===== src/rtl/mult_acc_pkg.sv =====
// ============================================================================
// Module : mult_acc_pkg
// Brief  : Shared constants for the product accumulator: default widths and
//          FSM state encodings.
// Rev    : 1.0 - initial release
// ============================================================================
`default_nettype none

package mult_acc_pkg;
  localparam int PROD_W_DEF = 32;
  localparam int ACC_W_DEF  = 40;
  localparam int LEN_W_DEF  = 8;

  typedef logic [1:0] state_t;
  localparam state_t ST_IDLE  = 2'd0;
  localparam state_t ST_ACCUM = 2'd1;
  localparam state_t ST_HOLD  = 2'd2;
endpackage

`default_nettype wire


===== src/rtl/mult_acc_adder.sv =====
// ============================================================================
// Module : mult_acc_adder
// Brief  : ACC_W + zero-extended PROD_W adder with carry out. When
//          MULT_ACC_SAT_EN is defined the sum clamps to all-ones on carry.
// Rev    : 1.0 - initial release
// ============================================================================
`default_nettype none

module mult_acc_adder
  import mult_acc_pkg::*;
#(
  parameter int PROD_W = PROD_W_DEF,
  parameter int ACC_W  = ACC_W_DEF
) (
  input  logic [ACC_W-1:0]  acc_in,
  input  logic [PROD_W-1:0] prod_in,
  output logic [ACC_W-1:0]  sum_out,
  output logic              carry_out
);

  logic [ACC_W:0] w_sum;

  assign w_sum     = {1'b0, acc_in} + (ACC_W+1)'(prod_in);
  assign carry_out = w_sum[ACC_W];

`ifdef MULT_ACC_SAT_EN
  // Once clamped, any further non-zero add carries again, so the clamp holds.
  assign sum_out = carry_out ? {ACC_W{1'b1}} : w_sum[ACC_W-1:0];
`else
  assign sum_out = w_sum[ACC_W-1:0];
`endif

endmodule

`default_nettype wire


===== src/rtl/mult16u_product_accumulator.sv =====
// ============================================================================
// Module : mult16u_product_accumulator
// Brief  : Sums cfg_len unsigned products per group and presents the sum with
//          a sticky overflow flag. Optional saturation: MULT_ACC_SAT_EN.
// Rev    : 1.0 - initial release
// ============================================================================
`default_nettype none

module mult16u_product_accumulator
  import mult_acc_pkg::*;
#(
  parameter int PROD_W = PROD_W_DEF,
  parameter int ACC_W  = ACC_W_DEF,
  parameter int LEN_W  = LEN_W_DEF
) (
  input  logic              clk,
  input  logic              rst,
  input  logic [LEN_W-1:0]  cfg_len,
  input  logic              in_valid,
  output logic              in_ready,
  input  logic [PROD_W-1:0] in_product,
  output logic              out_valid,
  input  logic              out_ready,
  output logic [ACC_W-1:0]  out_acc,
  output logic [LEN_W-1:0]  out_count,
  output logic              out_ovf
);

  state_t             state_q, state_d;
  logic [ACC_W-1:0]   acc_q, acc_d;
  logic [LEN_W-1:0]   cnt_q, cnt_d;
  logic [LEN_W-1:0]   len_q, len_d;
  logic               ovf_q, ovf_d;

  logic               w_in_fire;
  logic               w_out_fire;
  logic [ACC_W-1:0]   w_sum;
  logic               w_carry;
  logic [LEN_W-1:0]   w_len_cfg;
  logic [LEN_W-1:0]   w_cnt_inc;

  mult_acc_adder #(
    .PROD_W (PROD_W),
    .ACC_W  (ACC_W)
  ) u_adder (
    .acc_in    (acc_q),
    .prod_in   (in_product),
    .sum_out   (w_sum),
    .carry_out (w_carry)
  );

  assign in_ready   = (state_q == ST_IDLE) || (state_q == ST_ACCUM);
  assign out_valid  = (state_q == ST_HOLD);
  assign w_in_fire  = in_valid && in_ready;
  assign w_out_fire = out_valid && out_ready;
  assign w_len_cfg  = (cfg_len == '0) ? LEN_W'(1) : cfg_len;
  assign w_cnt_inc  = cnt_q + LEN_W'(1);

  assign out_acc    = acc_q;
  assign out_count  = cnt_q;
  assign out_ovf    = ovf_q;

  always_comb begin
    state_d = state_q;
    acc_d   = acc_q;
    cnt_d   = cnt_q;
    len_d   = len_q;
    ovf_d   = ovf_q;
    case (state_q)
      ST_IDLE: begin
        if (w_in_fire) begin
          acc_d   = ACC_W'(in_product);
          cnt_d   = LEN_W'(1);
          len_d   = w_len_cfg;
          ovf_d   = 1'b0;
          state_d = (w_len_cfg == LEN_W'(1)) ? ST_HOLD : ST_ACCUM;
        end
      end
      ST_ACCUM: begin
        // Length is latched, so cfg_len changes mid-group have no effect here.
        if (w_in_fire) begin
          acc_d = w_sum;
          cnt_d = w_cnt_inc;
          ovf_d = ovf_q | w_carry;
          if (w_cnt_inc == len_q) begin
            state_d = ST_HOLD;
          end
        end
      end
      ST_HOLD: begin
        if (w_out_fire) begin
          state_d = ST_IDLE;
        end
      end
      default: state_d = ST_IDLE;
    endcase
  end

  always_ff @(posedge clk or posedge rst) begin
    if (rst) begin
      state_q <= ST_IDLE;
      acc_q   <= '0;
      cnt_q   <= '0;
      len_q   <= '0;
      ovf_q   <= 1'b0;
    end else begin
      state_q <= state_d;
      acc_q   <= acc_d;
      cnt_q   <= cnt_d;
      len_q   <= len_d;
      ovf_q   <= ovf_d;
    end
  end

endmodule

`default_nettype wire


===== config.mk =====
export PLATFORM = sky130hd
export DESIGN_NAME = mult16u_product_accumulator
export DESIGN_NICKNAME = d
export VERILOG_FILES = /design/src/rtl/mult_acc_pkg.sv /design/src/rtl/mult_acc_adder.sv /design/src/rtl/mult16u_product_accumulator.sv
export SDC_FILE = /design/constraint.sdc
export NUM_CORES = 1
export LEC_CHECK = 0
export ABC_AREA = 1
export BUFFER_PORTS_ARGS = -buffer_cell sky130_fd_sc_hd__buf_2
export CAP_MARGIN = 20
export CORE_ASPECT_RATIO = 2
export CORE_MARGIN = 2
export CORE_UTILIZATION = 60
export DETAILED_ROUTE_END_ITERATION = 8
export MAX_ROUTING_LAYER = met4
export PLACE_DENSITY = 0.92
export SLEW_MARGIN = 30
export SYNTH_ARGS = -nofsm -noshare
export SYNTH_HDL_FRONTEND = slang
export SYNTH_HIERARCHICAL = 1
export SYNTH_SLANG_ARGS = --single-unit

===== constraint.sdc =====
create_clock -name clk -period 5.1 [get_ports clk]
set_input_delay 0.51 -clock clk [delete_from_list [all_inputs] [get_ports clk]]
set_output_delay 0.51 -clock clk [all_outputs]
set_load 0.005 [all_outputs]

== Word-level counts from Yosys, hierarchy flattened ==
Index checks and enable logic that the tools add are counted.
Word-level totals
  bits in registers: 59
  bits in latches: 0
  bits in writable memories: 0
  memory bits (read-only): 0
  bits of input ports: 44
  output and inout port bits: 51
  word-level logic and storage cells: 41
  memories: 0
Cells by class
  $add $sub $neg: 2
  $mul: 0
  divide/modulo/power cells: 0
  order comparisons: 0
  eq/ne operators: 8
  shift operators: 0
  muxes and demuxes: 16
  bitwise operators: 1
  reduce and logical (&&, ||, !) cells: 9
Operators with widths (number)
  $mux 40: 2
  $pmux 40 s2: 1
  $add 40x32->41: 1
  $mux 8: 3
  $pmux 8 s2: 1
  $mux 2: 5
  $add 8x1->8 const B: 1
  $eq 8x1->1 const B: 1
  $eq 8x8->1: 1
  $logic_not 8->1: 1
  $pmux 2 s3: 1
  $ne 2x1->1 const B: 2
  $ne 2x2->1 const B: 2
  $reduce_and 4->1: 1
  $reduce_and 3->1: 1
  $eq 2x1->1 const B: 1
  $eq 2x2->1 const B: 1
  $logic_and 1x1->1: 2
  $logic_not 2->1: 1
  $mux 1: 2
  $pmux 1 s2: 1
  $reduce_and 2->1: 1
  $reduce_bool 2->1: 1
  $logic_or 1x1->1: 1
  $or 1x1->1: 1

== Depth between registers and ports, before layout ==
Gate-level depths: netlist of the first run.
  depth in word-level cells: 6
  gate-level depth with buffers: 15
  mapped depth without buffers: 15

== By module ==
The synthesis of the first run kept the hierarchy.
By module, submodules not included
  mult16u_product_accumulator: times used 1, cells each 346, area an instance 2844.0 um^2
  mult_acc_adder: times used 1, cells each 584, area an instance 2798.9 um^2

== Worst setup path after synthesis of the first run ==
Ideal clock, no wire load.
  path type: in2reg
  start point: in in_product[0]
  end point: reg acc_q[24] (netlist: out_acc[24])
  setup time: 121 ps
  arrival: 2071 ps
  slack: 2907 ps
  stages on the path: 14
  path buffers: 0
  cells stage by stage: ha_1 -> fa_1 -> nand3_1 -> nand3_1 -> nand2_1 -> nand3_1 -> nand2_1 -> nand2_2 -> nand2_1 -> nand2_1 -> nand2_1 -> nand2_1 -> o21ai_0 -> o21ai_1
On the way
  word-level cells in the longest chain between the ends: 3
Ends and longest elaborated chain
  from (decl): RTL line mult16u_product_accumulator.sv:21  | input logic [PROD_W-1:0] in_product,
  $add 40x32->41: RTL line mult_acc_adder.sv:23  | assign w_sum = {1'b0, acc_in} + (ACC_W+1)'(prod_in);
  named net w_sum[24]: RTL line mult16u_product_accumulator.sv:37  | logic [ACC_W-1:0] w_sum;
  $mux 40: RTL line mult16u_product_accumulator.sv:81  | if (w_in_fire) begin
  $pmux 40 s2: RTL line mult16u_product_accumulator.sv:69  | case (state_q)
  to (signal assigned): RTL line mult16u_product_accumulator.sv:102  | acc_q <= '0;
  to (signal assigned): RTL line mult16u_product_accumulator.sv:108  | acc_q <= acc_d;
  to (decl): RTL line mult16u_product_accumulator.sv:30  | logic [ACC_W-1:0] acc_q, acc_d;
The timed path passes the listed nets, and every way through them passes these cells. The select of a mux whose other input is x is not followed.
A chain may end at the register's enable or synchronous reset.

== Worst setup path after layout of the first run ==
  start point: reg acc_q[0] (netlist: out_acc[0])
  end point: reg acc_q[38] (netlist: out_acc[38])
On the way
  word-level cells in the longest chain between the ends: 3
Ends and longest elaborated chain (RTL line)
  $add 40x32->41: mult_acc_adder.sv:23
  named net w_sum[38]: mult16u_product_accumulator.sv:37
  $mux 40: mult16u_product_accumulator.sv:81
  $pmux 40 s2: mult16u_product_accumulator.sv:69
The timed path passes the listed nets, and every way through them passes these cells. The select of a mux whose other input is x is not followed.

==> results.cfg, run 1 <==
[status]
status = finished clean

[finish]
drive_above_1_share_pct = 15.6
final_cells = 1132
layout.nets = 1101
num_antenna_cells = 0
syn_to_final_growth_pct = 15.5
nFillCells = 861

[worst_setup_path]
cp_data_required_time_ns = 5.33
r2r-start = out_acc[0]
critPathLaunch = out_acc[0]
startpoint_type = register
crit_arrival_ns = 2.63
critPathCaptureType = register
critPathKind = reg2reg
path_max_fanout = 4

[synth]
synth_top_area_cell = dfrtp_1
syn_area_per_cell_um2 = 6.07
ys_types = 34
netlist.area_leader.share_pct = 26.2
async_flop_share_pct = 100
synth_edf_count = 0
yosysSeqAreaShare_pct = 26.2
synth_nets = 1008
synthFlopType = dfrtp_1
synth.area.top_cells = dfrtp_1 (26%), nand2_1 (21%), inv_1 (10%)
syn_inst = 930
ys_warn_count = 6
syn_area_um2 = 5640
yosysMostFrequentCell = nand2_1
ys_seq_elements = 59
synthTopCellsByCount = nand2_1 (322), inv_1 (151), nor2_1 (91)

[floorplanning]
dieHeight_um = 141
core_area_um2 = 9260
die_w_um = 72.6
initial_core_util_pct = 60.9
dieArea_um2 = 10200
ioPinCount = 95
rows = 50

[placement]
placedCellCount = 1116
hpwl_um = 13700
dp_slack_ns = 2.56
gp_congestion = 0.987
port_buffers = 94

[global_routing]
grt_max_degree = 60
antenna_found_initial = 0
grt_use_met3_pct = 6.65
grt_busiest_layer = met2
grt_pass1_vias = 6408
track_usage_pct = 37.6
grt_use_met2_pct = 68.8
grt_pass1_wl_um = 28900
overflow = 0
grt_util_met1_pct = 32.4

[clocking]
cts_root_buf = clkbuf_16
cts_max_path_buffers = 2
cts_setup_buffers = 0
cts_tree = done
cts_buffers = 9
clock_latency_ns = 0.33
cts_sinks = 59
postCtsHoldBufs = 0
htree_levels = 3
clk_pin_slew_ns = 0.06
ctsResizeCount = 0

[routing]
drt-initial-drc-count = 393
wl_per_cell_um = 15.7
wl_um = 17800
vias = 6345
first_pass_iters = 6
route.detailed.drc = 0
viasPerCell = 5.61
antenna_left = 0

[timing]
rsz0062_at_grt = no
whs_ns = 0.399
hold_viol_final = 0
worstMarginPinSlew_ns = 0.790
slew_headroom_pct = 47.3
min_period_over_period_pct = 47.1
finClkSkew_ns = 0.0103
slew_viol_final = 0
tns_ns = 0
fin_crit_ns = 2.40
setup_ws_ns = 2.70
setup_viol_count_final = 0
max_freq_mhz = 416

[power]
power_mw = 3.85
irDropWorstVdd_v = 0.000385
powerDensity_nw_per_um2 = 591
cellLeakagePower_nw = 3.70

[min_path]
hold_path_class = in2async

[flow_run]
drv_cap = 0
## critical path, cell delays in order (launching register included)
cell	delay [ns]
dfrtp_1	0.40
ha_1	0.26
fa_1	0.43
nand3_1	0.11
nand3_1	0.14
nand2_1	0.10
nand2_1	0.13
nand2_1	0.11
nand3_2	0.15
nand2_1	0.12
nand2_1	0.06
nand2_1	0.05
nand2_1	0.05
a22o_1	0.19
## kinds of logic after synthesis
logic type               count (synthesis)  share of synthesized area, %
AO/OA/AOI/OAI                          122                          11.8
buffers and inverters                  171                          11.6
XOR/XNOR                                23                          3.57
adder cells (fa/ha/maj)                 34                          7.67
AND/OR/NAND/NOR                        521                          39.2
flip-flops                              59                          26.2
## cell usage in the layout (no fill, tap or decap), types with 2 or more instances in the layout
cell type,netlist,final
nand2_1,322,322
inv_1,151,150
buf_2,5,94
nor2_1,91,90
dfrtp_1,59,59
nand3_1,47,47
o21ai_1,39,39
o21ai_0,37,37
ha_1,33,33
a21oi_1,28,28
xor2_1,17,17
nand2_2,15,15
nor3_1,11,11
nor2_2,9,10
nand3_2,9,9
clkbuf_16,0,9
a22o_1,8,8
xnor2_1,6,6
nor2_4,5,5
inv_2,4,5
nand4_1,4,4
o22ai_1,4,4
buf_4,1,4
nor4_1,3,3
clkbuf_8,0,3
a31oi_1,3,3
nand3b_1,2,2
clkinv_2,0,2
## worst paths after layout
| kind | slack [ns] | endpoint | cells after the start |
|---|---|---|---|
| worst min-delay path | 0.40 | state_q[1] | 3 |
| min in group clk | 0.42 | out_acc[30] | 3 |
| worst max register to register | 2.70 | out_acc[38] | 13 |
| worst min register to register | 0.52 | out_acc[13] | 2 |
| max in group asynchronous | 4.18 | len_q[6] | 3 |
| worst max-delay path | 2.70 | out_acc[38] | 13 |
## stage by stage
| step | utilization, % | area, µm² |
|---|---|---|
| finish | 70.4 | 6520 |
| detailed placement | 67.0 | 6210 |
| global placement | 67.0 | 6210 |
| global route | 70.4 | 6520 |
| CTS | 70.4 | 6520 |
| floorplan | - | 5640 |
## flip-flops by register name, summed over array words and instances (netlist names)
| signal | cells |
|---|---|
| out_acc | 40 |
| out_ovf | 1 |
| state_q | 2 |
| out_count | 8 |
| len_q | 8 |
## metal layers
metal / wire length, µm / part of all wire (%)
met3: 796 / 4.5
met1: 5660 / 32
met5: 0 / 0
met2: 9960 / 56
met4: 1360 / 7.7
## power breakdown
part,internal [mW],leakage (nW),total [mW],switching [mW]
logic,0.815,2.80,2.37,1.56
clock network,0.417,0.155,0.649,0.233
registers,0.652,0.746,0.831,0.179
total,1.88,3.70,3.85,1.97
## layout make-up
| cell class | instances | area [µm²] | share of cell area, % |
|---|---|---|---|
| multi-input cells | 700 | 3520 | 53.9 |
| flip-flops and latches | 59 | 1480 | 22.6 |
| inverters | 155 | 582 | 8.92 |
| repair buffers | 98 | 500 | 7.68 |
| clock buffers | 12 | 267 | 4.09 |
| well taps | 104 | 130 | 2.00 |
| clock inverters | 4 | 47.5 | 0.729 |
Note: power is estimated with default switching activity, not from simulation.
==> run 2, diff against run 1 <==
--- a/config.mk
+++ b/config.mk
@@ -10,10 +10,10 @@
 export CAP_MARGIN = 20
 export CORE_ASPECT_RATIO = 2
 export CORE_MARGIN = 2
-export CORE_UTILIZATION = 60
+export CORE_UTILIZATION = 52
 export DETAILED_ROUTE_END_ITERATION = 8
 export MAX_ROUTING_LAYER = met4
-export PLACE_DENSITY = 0.92
+export PLACE_DENSITY = 0.86
 export SLEW_MARGIN = 30
 export SYNTH_ARGS = -nofsm -noshare
 export SYNTH_HDL_FRONTEND = slang
==> constraint.sdc (replaced) <==
create_clock -name clk -period 2 [get_ports clk]
set_input_delay 0.2 -clock clk [delete_from_list [all_inputs] [get_ports clk]]
set_output_delay 0.2 -clock clk [all_outputs]
set_load 0.005 [all_outputs]
==> run 2 against run 1 <==
The flow now finishes with violations (setup timing). Die area is 15% higher. Cell area is 26% higher. Core utilization is 7.3 points higher. Total power grew to 3.5 times the previous value. Critical endpoint is now out_acc[23]. Largest power group unchanged.
==> results.cfg, run 2 (synthesized netlist as in run 1, its figures left out) <==
[status]
status = finished with violations
violations = setup timing

[finish]
layout.nets = 1200
final_area_um2 = 8190
layout_commonest_cell = nand2_1
layout_common_cells = nand2_1 (273), inv_1 (144), buf_4 (100)
drive_above_1_share_pct = 34.8
final_util_pct = 77.7
largest_register_ffs = 40
num_antenna_cells = 0
syn_to_final_growth_pct = 45.2

[placement]
port_buffers = 94
place_area_um2 = 6840
hpwl_um = 14300
gp_congestion = 1.02

[routing]
wl_per_cell_um = 18.0
drt-initial-drc-count = 788
route.detailed.drc = 0
first_pass_iters = 6
vias = 7422
viasPerCell = 5.87
wl_um = 22800
antenna_left = 0

[worst_setup_path]
path_max_fanout = 4
critPathKind = reg2reg
cp_data_required_time_ns = 2.18
crit_arrival_ns = 2.57
critPathCaptureType = register
reg2reg_depth = 11
startpoint_type = register

[timing]
setup_ws_ns = -0.386
finClkSkew_ns = 0.0148
rsz0062_at_grt = yes
tns_ns = -2.05
fin_crit_ns = 2.39
max_freq_mhz = 419
slew_headroom_pct = 66.8
hold_viol_final = 0
whs_ns = 0.0833
min_period_over_period_pct = 119
worstMarginPinSlew_ns = 0.498
slew_viol_final = 0
setup_viol_count_final = 26

[power]
seqPwrFrac_pct = 16.4
swShare_pct = 50.1
power.internal_mw = 6.66
combPwrFrac_pct = 71.0
cellLeakagePower_nw = 4.33
power_mw = 13.3
p_sw_mw = 6.68
powerDensity_nw_per_um2 = 1630
irDropWorstVdd_v = 0.00108
clockPowerShare_pct = 12.7

[clocking]
cts_root_buf = clkbuf_16
clock_latency_ns = 0.34
cts_max_path_buffers = 2
cts_tree = done
cts_buffers = 9
htree_levels = 3
clk_pin_slew_ns = 0.07
cts_sinks = 59

[floorplanning]
ioPinCount = 95
rows = 53
initial_core_util_pct = 53.5
core_area_um2 = 10500
dieArea_um2 = 11800
die_w_um = 77.7
dieHeight_um = 151

[global_routing]
grt_pass1_wl_um = 30600
antenna_found_initial = 0
grt_pass1_vias = 6797
grt_max_degree = 43
track_usage_pct = 34.2
overflow = 0

[min_path]
holdPathStages = 3
hold_path_class = in2reg

[flow_run]
drv_cap = 0
-- run 2: cell types whose count changed in the layout (fill, tap and decap cells not counted), moves of 8 or more --
cell / before / now
a21oi_1: 28 / 17
a21oi_2: 0 / 8
buf_4: 4 / 100
ha_1: 33 / 2
ha_4: 0 / 31
nand2_1: 322 / 273
nand2_2: 15 / 52
nand2_4: 0 / 12
nor2_1: 90 / 72
nor2_2: 10 / 19
nor2_4: 5 / 14
o21ai_0: 37 / 20
o21ai_1: 39 / 54
-- run 2: layout make-up --
| cell class | instances | area, µm² |
|---|---|---|
| Clock buffer | 9 | 225 |
| Clock inverter | 7 | 83.8 |
| Fill cell | 682 | 2350 |
| Inverter | 155 | 582 |
| Multi-Input combinational cell | 700 | 4390 |
| Sequential cell | 59 | 1480 |
| Tap cell | 137 | 171 |
| Timing Repair Buffer | 197 | 1260 |
-- run 2: what timing repair did --
item | in CTS | in global routing
hold buffers | 1 | 0
pin swaps | 12 | 47
hold endpoints to repair | 17 | 0
buffers inserted | 4 | 18
setup endpoints to repair | 29 | 31
resized for setup | 56 | 126
-- run 2: metal layers --
layer / up-vias / share of wire, % / routed length (µm) / global-route usage (%)
li1: 3300 / - / - / -
met3: 240 / 7.5 / 1710 / 3.69
met5: - / 0 / 0 / -
met2: 533 / 51 / 11700 / 66.4
met1: 3349 / 31 / 7070 / 29.9
met4: 0 / 10 / 2290 / 23.1
-- run 2: critical path, stage by stage (launching register included) --
cell and delay, ns:
dfrtp_1 0.43, ha_4 0.33, nand2_2 0.09, nor2_1 0.10
buf_4 0.18, nand2_1 0.08, inv_1 0.08, nand2_1 0.11
nand3_2 0.14, xor2_1 0.16, o21ai_0 0.11, o21ai_1 0.42
-- run 2: power groups by stage --
stage               Clock [mW]  Combinational (mW)  Sequential (mW)
global route              1.73                10.0             2.25
CTS                       1.70                7.68             2.12
global placement             0                6.94             2.01
detailed placement           0                7.05             2.03
finish                    1.69                9.47             2.19
floorplan                    0                4.20             2.08
-- run 2: worst paths after layout --
check,startpoint,endpoint,slack (ns)
worst max-delay path,out_acc[20],out_acc[23],-0.39
worst max register to register,out_acc[20],out_acc[23],-0.39
max in group asynchronous,rst,out_acc[25],0.94
worst min-delay path,cfg_len[2],len_q[2],0.08
min in group asynchronous,rst,out_acc[3],0.43
worst min register to register,len_q[2],len_q[2],0.50
-- run 2: per-stage QoR --
stage | setup slack [ns] | instances
final | -0.386 | 1264
after global routing | -0.460 | 1264
after CTS | -0.0910 | 1246
after detailed placement | -0.127 | 1225
after global placement | -0.0932 | 1225
after floorplan | 0.0245 | 930
